==> src/rtl/crop_pkg.sv <==
// ---------------------------------------------------------------------------
// crop_pkg
//   Shared constants, the sequencer state type and the row padding helper for
//   the BMP cropping path.
//   Contents:
//     BMP_HDR_BYTES  size of the BMP file + info header written ahead of pixels
//     BYTES_PER_PX   bytes emitted per pixel (B, G, R)
//     crop_state_t   sequencer state encoding
//     pad_bytes()    zero bytes needed to round a row up to a 4-byte multiple
// ---------------------------------------------------------------------------
package crop_pkg;

    localparam int BMP_HDR_BYTES = 54;
    localparam int BYTES_PER_PX  = 3;

    typedef enum logic [3:0] {
        ST_IDLE    = 4'd0,
        ST_CHECK   = 4'd1,
        ST_HDR     = 4'd2,
        ST_RD_REQ  = 4'd3,
        ST_RD_WAIT = 4'd4,
        ST_WR_B    = 4'd5,
        ST_WR_G    = 4'd6,
        ST_WR_R    = 4'd7,
        ST_PAD     = 4'd8,
        ST_FIN     = 4'd9,
        ST_ERR     = 4'd10
    } crop_state_t;

    // (4 - rowBytes mod 4) mod 4, written on the full word so every bit is used.
    function automatic logic [31:0] pad_bytes(input logic [31:0] row_bytes);
        return (32'd4 - row_bytes) & 32'd3;
    endfunction

endpackage

==> src/rtl/crop_geom.sv <==
// ---------------------------------------------------------------------------
// crop_geom
//   Window validation and per-crop geometry for the BMP cropping sequencer.
//   Validity is combinational on the captured window; the geometry words are
//   registered when i_load is high (the sequencer's CHECK cycle) and stay
//   stable for the whole copy.
//   Ports:
//     clk, rst_n        clock, asynchronous active-low reset
//     i_load            register geometry from the window this cycle
//     i_x_min..i_y_max  captured inclusive crop window (11 bits each)
//     o_valid           window lies inside the source and is non-empty
//     o_row_bytes       3 * (xMax - xMin + 1)
//     o_pad_bytes       zero bytes appended to each output row
//     o_stride          o_row_bytes + o_pad_bytes (output bytes per row)
// ---------------------------------------------------------------------------
module crop_geom
    import crop_pkg::*;
#(
    parameter int WIDTH  = 100,
    parameter int HEIGHT = 100
) (
    input  logic        clk,
    input  logic        rst_n,
    input  logic        i_load,
    input  logic [10:0] i_x_min,
    input  logic [10:0] i_x_max,
    input  logic [10:0] i_y_min,
    input  logic [10:0] i_y_max,
    output logic        o_valid,
    output logic [31:0] o_row_bytes,
    output logic [31:0] o_pad_bytes,
    output logic [31:0] o_stride
);

    logic [31:0] w_x_min;
    logic [31:0] w_x_max;
    logic [31:0] w_y_min;
    logic [31:0] w_y_max;
    logic [31:0] w_cols;
    logic [31:0] w_row_bytes;
    logic [31:0] w_pad_bytes;

    logic [31:0] r_row_bytes;
    logic [31:0] r_pad_bytes;
    logic [31:0] r_stride;

    assign w_x_min = {21'd0, i_x_min};
    assign w_x_max = {21'd0, i_x_max};
    assign w_y_min = {21'd0, i_y_min};
    assign w_y_max = {21'd0, i_y_max};

    assign o_valid = (w_x_min <= w_x_max) && (w_y_min <= w_y_max) &&
                     (w_x_max < WIDTH)    && (w_y_max < HEIGHT);

    // Garbage for an inverted window, but it is never loaded into use then.
    assign w_cols      = w_x_max - w_x_min + 32'd1;
    assign w_row_bytes = w_cols * BYTES_PER_PX;
    assign w_pad_bytes = pad_bytes(w_row_bytes);

    always_ff @(posedge clk or negedge rst_n) begin
        if (!rst_n) begin
            r_row_bytes <= '0;
            r_pad_bytes <= '0;
            r_stride    <= '0;
        end else if (i_load) begin
            r_row_bytes <= w_row_bytes;
            r_pad_bytes <= w_pad_bytes;
            r_stride    <= w_row_bytes + w_pad_bytes;
        end
    end

    assign o_row_bytes = r_row_bytes;
    assign o_pad_bytes = r_pad_bytes;
    assign o_stride    = r_stride;

endmodule

==> src/rtl/crop_bmp_sequencer.sv <==
// ---------------------------------------------------------------------------
// crop_bmp_sequencer
//   Top-level sequencer of the BMP cropping path. Validates the crop window,
//   kicks the external 54-byte header writer, then copies the cropped pixels
//   from the source frame buffer into output memory as B,G,R bytes, rows
//   bottom-up, each row zero-padded to a multiple of 4 bytes. The single
//   output write port is shared between the header writer (pass-through
//   while in HDR) and the pixel copy.
//
//   Optional feature: define CROP_BYTE_COUNT_EN to add the bytes_written
//   output, a count of every mem_wren cycle since the last accepted start.
//
//   Ports:
//     clk, rst_n            clock, asynchronous active-low reset
//     start                 begin a crop (accepted only in IDLE/FIN/ERR)
//     xMin,xMax,yMin,yMax   inclusive crop window, captured on accepted start
//     busy, done, err       status (done/err are levels held until next start)
//     hdr_start             one-cycle kick to the header writer
//     hdr_done              header writer finished
//     hdr_addr/wren/wrdata  header writer's write port (routed out in HDR)
//     rd_addr, rd_req       source pixel read (addr = y*WIDTH + x)
//     rd_valid, rd_data     source read return, {R,G,B}
//     mem_addr/wren/wrdata  output byte write port
//     bytes_written         (CROP_BYTE_COUNT_EN only) write counter
// ---------------------------------------------------------------------------
module crop_bmp_sequencer
    import crop_pkg::*;
#(
    parameter int WIDTH  = 100,
    parameter int HEIGHT = 100
) (
    input  logic        clk,
    input  logic        rst_n,
    input  logic        start,
    input  logic [10:0] xMin,
    input  logic [10:0] xMax,
    input  logic [10:0] yMin,
    input  logic [10:0] yMax,
    output logic        busy,
    output logic        done,
    output logic        err,
    output logic        hdr_start,
    input  logic        hdr_done,
    input  logic [23:0] hdr_addr,
    input  logic        hdr_wren,
    input  logic [15:0] hdr_wrdata,
    output logic [23:0] rd_addr,
    output logic        rd_req,
    input  logic        rd_valid,
    input  logic [23:0] rd_data,
    output logic [23:0] mem_addr,
    output logic        mem_wren,
    output logic [15:0] mem_wrdata
`ifdef CROP_BYTE_COUNT_EN
    ,
    output logic [31:0] bytes_written
`endif
);

    crop_state_t r_state;
    crop_state_t w_state_next;

    // Captured window
    logic [10:0] r_x_min;
    logic [10:0] r_x_max;
    logic [10:0] r_y_min;
    logic [10:0] r_y_max;

    // Copy position
    logic [10:0] r_x;
    logic [10:0] r_y;
    logic [31:0] r_row_base;   // output address of the first byte of this row
    logic [31:0] r_col_off;    // 3 * (x - xMin)
    logic [31:0] r_pad_cnt;
    logic [23:0] r_pixel;
    logic        r_hdr_kicked; // already in HDR last cycle, so no new kick

    logic        w_accept;
    logic        w_valid;
    logic [31:0] w_row_bytes;
    logic [31:0] w_pad;
    logic [31:0] w_stride;
    logic        w_last_col;
    logic        w_last_row;
    logic        w_pad_last;
    logic        w_row_end;

    crop_geom #(
        .WIDTH  (WIDTH),
        .HEIGHT (HEIGHT)
    ) u_geom (
        .clk         (clk),
        .rst_n       (rst_n),
        .i_load      (r_state == ST_CHECK),
        .i_x_min     (r_x_min),
        .i_x_max     (r_x_max),
        .i_y_min     (r_y_min),
        .i_y_max     (r_y_max),
        .o_valid     (w_valid),
        .o_row_bytes (w_row_bytes),
        .o_pad_bytes (w_pad),
        .o_stride    (w_stride)
    );

    assign w_accept   = start && ((r_state == ST_IDLE) || (r_state == ST_FIN) ||
                                  (r_state == ST_ERR));
    assign w_last_col = (r_x == r_x_max);
    assign w_last_row = (r_y == r_y_min);
    assign w_pad_last = (r_pad_cnt == w_pad - 32'd1);
    // A row finishes either on its R byte (no padding) or on its last pad byte.
    assign w_row_end  = ((r_state == ST_WR_R) && w_last_col && (w_pad == 32'd0)) ||
                        ((r_state == ST_PAD) && w_pad_last);

    assign rd_addr = 24'(r_y) * 24'(WIDTH) + 24'(r_x);

    // -----------------------------------------------------------------------
    // State register
    // -----------------------------------------------------------------------
    always_ff @(posedge clk or negedge rst_n) begin
        if (!rst_n) begin
            r_state <= ST_IDLE;
        end else begin
            r_state <= w_state_next;
        end
    end

    // -----------------------------------------------------------------------
    // Next state and outputs
    // -----------------------------------------------------------------------
    always_comb begin
        w_state_next = r_state;
        busy         = 1'b0;
        done         = 1'b0;
        err          = 1'b0;
        hdr_start    = 1'b0;
        rd_req       = 1'b0;
        mem_addr     = '0;
        mem_wren     = 1'b0;
        mem_wrdata   = '0;

        case (r_state)
            ST_IDLE: begin
                if (start) w_state_next = ST_CHECK;
            end
            ST_FIN: begin
                done = 1'b1;
                if (start) w_state_next = ST_CHECK;
            end
            ST_ERR: begin
                err = 1'b1;
                if (start) w_state_next = ST_CHECK;
            end
            ST_CHECK: begin
                busy         = 1'b1;
                w_state_next = w_valid ? ST_HDR : ST_ERR;
            end
            ST_HDR: begin
                busy       = 1'b1;
                hdr_start  = !r_hdr_kicked;
                mem_addr   = hdr_addr;
                mem_wren   = hdr_wren;
                mem_wrdata = hdr_wrdata;
                if (hdr_done) w_state_next = ST_RD_REQ;
            end
            ST_RD_REQ: begin
                busy         = 1'b1;
                rd_req       = 1'b1;
                w_state_next = ST_RD_WAIT;
            end
            ST_RD_WAIT: begin
                busy = 1'b1;
                if (rd_valid) w_state_next = ST_WR_B;
            end
            ST_WR_B: begin
                busy         = 1'b1;
                mem_addr     = 24'(r_row_base + r_col_off);
                mem_wren     = 1'b1;
                mem_wrdata   = {8'h00, r_pixel[7:0]};
                w_state_next = ST_WR_G;
            end
            ST_WR_G: begin
                busy         = 1'b1;
                mem_addr     = 24'(r_row_base + r_col_off + 32'd1);
                mem_wren     = 1'b1;
                mem_wrdata   = {8'h00, r_pixel[15:8]};
                w_state_next = ST_WR_R;
            end
            ST_WR_R: begin
                busy       = 1'b1;
                mem_addr   = 24'(r_row_base + r_col_off + 32'd2);
                mem_wren   = 1'b1;
                mem_wrdata = {8'h00, r_pixel[23:16]};
                if (!w_last_col) begin
                    w_state_next = ST_RD_REQ;
                end else if (w_pad != 32'd0) begin
                    w_state_next = ST_PAD;
                end else begin
                    w_state_next = w_last_row ? ST_FIN : ST_RD_REQ;
                end
            end
            ST_PAD: begin
                busy       = 1'b1;
                mem_addr   = 24'(r_row_base + w_row_bytes + r_pad_cnt);
                mem_wren   = 1'b1;
                mem_wrdata = '0;
                if (w_pad_last) w_state_next = w_last_row ? ST_FIN : ST_RD_REQ;
            end
            default: begin
                w_state_next = ST_IDLE;
            end
        endcase
    end

    // -----------------------------------------------------------------------
    // Window capture and copy datapath
    // -----------------------------------------------------------------------
    always_ff @(posedge clk or negedge rst_n) begin
        if (!rst_n) begin
            r_x_min      <= '0;
            r_x_max      <= '0;
            r_y_min      <= '0;
            r_y_max      <= '0;
            r_x          <= '0;
            r_y          <= '0;
            r_row_base   <= '0;
            r_col_off    <= '0;
            r_pad_cnt    <= '0;
            r_pixel      <= '0;
            r_hdr_kicked <= 1'b0;
        end else begin
            r_hdr_kicked <= (r_state == ST_HDR);

            if (w_accept) begin
                r_x_min <= xMin;
                r_x_max <= xMax;
                r_y_min <= yMin;
                r_y_max <= yMax;
            end

            // Start at the bottom row of the window (BMP rows run bottom-up).
            if (r_state == ST_CHECK) begin
                r_x        <= r_x_min;
                r_y        <= r_y_max;
                r_row_base <= 32'(BMP_HDR_BYTES);
                r_col_off  <= '0;
                r_pad_cnt  <= '0;
            end

            if ((r_state == ST_RD_WAIT) && rd_valid) begin
                r_pixel <= rd_data;
            end

            if ((r_state == ST_WR_R) && !w_last_col) begin
                r_x       <= r_x + 11'd1;
                r_col_off <= r_col_off + 32'(BYTES_PER_PX);
            end

            if (r_state == ST_PAD) begin
                r_pad_cnt <= r_pad_cnt + 32'd1;
            end

            if (w_row_end) begin
                r_pad_cnt <= '0;
                if (!w_last_row) begin
                    r_y        <= r_y - 11'd1;
                    r_x        <= r_x_min;
                    r_col_off  <= '0;
                    r_row_base <= r_row_base + w_stride;
                end
            end
        end
    end

`ifdef CROP_BYTE_COUNT_EN
    logic [31:0] r_bytes_written;

    // Accepted starts only happen in IDLE/FIN/ERR, where mem_wren is low,
    // so clearing takes priority without losing a write.
    always_ff @(posedge clk or negedge rst_n) begin
        if (!rst_n) begin
            r_bytes_written <= '0;
        end else if (w_accept) begin
            r_bytes_written <= '0;
        end else if (mem_wren) begin
            r_bytes_written <= r_bytes_written + 32'd1;
        end
    end

    assign bytes_written = r_bytes_written;
`endif

endmodule
==> config.mk <==
export PLATFORM = sky130hd
export DESIGN_NAME = crop_bmp_sequencer
export DESIGN_NICKNAME = d
export VERILOG_FILES = /design/src/rtl/crop_pkg.sv /design/src/rtl/crop_geom.sv /design/src/rtl/crop_bmp_sequencer.sv
export SDC_FILE = /design/constraint.sdc
export NUM_CORES = 1
export LEC_CHECK = 0
export ABC_AREA = 1
export CAP_MARGIN = 25
export CORE_ASPECT_RATIO = 1.1
export CORE_UTILIZATION = 45
export CTS_CLUSTER_DIAMETER = 50
export DETAILED_ROUTE_END_ITERATION = 8
export MAX_ROUTING_LAYER = met4
export PLACE_DENSITY = 0.61
export SLEW_MARGIN = 20
export SYNTH_ARGS = -nofsm -noshare
export SYNTH_HDL_FRONTEND = slang
export SYNTH_SLANG_ARGS = --single-unit
==> constraint.sdc <==
create_clock -name clk -period 12.8 [get_ports clk]
set_clock_uncertainty 0.05 [all_clocks]
set_input_delay 1.92 -clock clk [delete_from_list [all_inputs] [get_ports clk]]
set_output_delay 1.92 -clock clk [all_outputs]
set_load 0.005 [all_outputs]
==> out/qor.yml <==
synth_top_family_by_area: "simple AND/OR/NAND/NOR gates"
period_needed_ps: 7230
clock-root-buffer: "clkbuf_16"
fin_nets: 3278
drtAntennaViolNets: 0
die_w_um: 204
hold_path_end: "r_x[2]"
hp-start: "r_x_min[2]"
grt_pass1_vias: 18700
path_class: "reg -> out"
cp-start-kind: "register"
synth-simple-area-share_pct: 26.2
grt_max_degree: 88
wirelength_mm: 65.0
finalSetupViolCount: 0
worstReg2RegStart: "r_x_max[0]"
synth_largest_area_cell: "dfrtp_1"
final-max-slew-violation-count: 0
fin_crit_sh_pct: 56.5
synthMuxAreaShare_pct: 2.50
fillCellCount: 4321
r2r_setup_slack_ps: 7860
slew_headroom_pct: 41.0
synth_top_area_share_pct: 27.4
synth-edff-count: 0
outcome: "completed"
drv_cap: 0
fin_setup_tns_ps: 0
hold_path_class: "reg -> reg"
routabilityCongestion: 0.987
worstPathMaxFanout: 7
track_usage_pct: 29.5
h-tree-depth: 2
vias: 19500
worstMarginPinSlew_ps: 882
synth_fa_ha_area_share_pct: 14.2
synth_compound_area_share_pct: 15.4
post_cts_buffers: 0
fmax_ghz: 0.138
synthesis.area_um2: 20300
arrival_ps: 5260
grt_antenna_before_repair: 0
clk_latency_ps: 570
clk_path_buf_depth: 3
timing.final.hold_violations: 0
final_common_cell: "nand2_1"
die_h_um: 224
synth-seq-cells: 222
synth_area_leaders: "dfrtp_1 27%, ha_1 11%, nand2_1 11%, inv_1 7.0%, a21oi_1 5.1%"
drc: 0
r2r_end: "u_geom.o_stride[23]"
avgSynthCellArea_um2: 7.27
yosysSeqAreaShare_pct: 27.4
yosys_warnings: 0
synthCells: 2784
grt_pass1_wl_mm: 103
coreArea_um2: 44400
layout_common_cells: "566 x nand2_1, 376 x inv_1, 237 x nor2_1"
ys.flop_type: "dfrtp_1"
cts_buffers: 34
async_flop_share_pct: 100
portBuffers: 178
path_clk_slew_ps: 60
cp_data_required_time_ps: 10830
drive_gt1_share_pct: 7.42
routed_via_density: 5.48
hpwl_mm: 51.7
whs_path_depth: 2
synth_cell_types: 69
start_util_pct: 45.6
io_pins: 184
rows: 81
reg2reg_depth: 27
cts_tree: "yes"
rsz0062_at_grt: "false"
first_pass_iters: 5
hold_buffers: 0
clock-sinks: 222
grt_overflow: 0
cts_resized: 0
area_growth_pct: 17.8
cp-end-kind: "primary output"
wl_per_cell_um: 18.3
drtIter0Drc: 1368
die_area_um2: 45900
antenna_cells: 0
synth_xor_area_share_pct: 5.78
## per-stage QoR
step / utilization [%] / cells / instance area, µm² / setup WS, ps / hold slack (ps)
2_1_floorplan: - / 2788 / 20300 / 7060 / 403
3_3_place_gp: 51.0 / 3498 / 22600 / 6240 / 426
3_5_place_dp: 51.0 / 3498 / 22600 / 6170 / 432
4_1_cts: 53.7 / 3559 / 23800 / 5530 / 445
5_1_grt: 53.7 / 3560 / 23900 / 5250 / 465
6_report: 53.7 / 3560 / 23900 / 5570 / 441
## cell usage after synthesis (all sizes together), types with 9 or more instances
library cell / number
nand2: 591
inv: 387
nor2: 261
dfrtp: 222
a21oi: 212
ha: 177
o21ai: 177
nand3: 164
xor2: 94
nor3: 68
nand4: 50
clkbuf: 46
mux2: 44
xnor2: 38
fa: 33
nor4: 26
o211ai: 21
buf: 18
or2: 15
a211oi: 14
a31oi: 13
a221oi: 11
o221ai: 10
o2111ai: 9
o21bai: 9
## kinds of logic (layout without fill, tap and decap cells)
family                     count (synthesis)  in the layout
xor gates and xnor gates                 132            132
and+or+nand+nor                         1188           1188
buffers and inverters                    452            643
AOI/OAI and AO/OA                        534            534
muxes                                     45             45
adders and majority gates                210            210
other                                      1              5
DFF                                      222            222
## worst max-delay path: stages (launching register included)
cell and delay (ps):
dfrtp_1 500, inv_1 140, ha_1 310, ha_1 290
inv_1 50, fa_1 490, inv_1 40, ha_1 350
a21oi_1 160, nand2_1 100, xor2_1 150, ha_1 350
nand3_1 100, nand2_1 120, nand2_1 60, a21oi_1 190
nor3b_1 340, nand2_1 80, nor2_1 190, nand2_1 80
nor2_1 110, clkdlybuf4s50_1 500
## final cells by class
cell class	instances	area, µm²	share of cell area [%]
clock buffers	39	910	3.81
clock inverters	22	299	1.25
inverters	388	1460	6.11
multi-input cells	2114	13000	54.5
flip-flops and latches	222	5560	23.3
well taps	581	727	3.05
repair buffers	194	1910	8.02
## registers in the layout (all words and copies together) (netlist names), 22 cells and up, named ones only
signal and flops:
r_pixel 24, u_geom.o_stride 22, r_col_off 24, r_pad_cnt 32, u_geom.o_row_bytes 24, r_row_base 23
## worst max-delay path by stage
stage / from / end / slack, ps / depth (start not counted)
floorplan: r_y[2] / rd_addr[18] / 7060 / 20
global placement: r_y[2] / rd_addr[18] / 6240 / 21
detailed placement: r_y[2] / rd_addr[18] / 6170 / 21
CTS: r_y[2] / rd_addr[18] / 5530 / 21
global route: r_y[2] / rd_addr[16] / 5250 / 19
finish: r_y[2] / rd_addr[18] / 5570 / 21
## per-layer routing
layer  GRT usage, %  vias to the layer above  part of all wire [%]
met1           38.8                     9178                    46
li1               -                     9665                     -
met2           46.9                      545                    46
met3           2.97                      117                   5.0
met4           11.4                        0                   3.7
met5              -                        -                     0
Power is not shown: default switching activity piles up to over one toggle a cycle in this logic, so the estimate is an artifact.
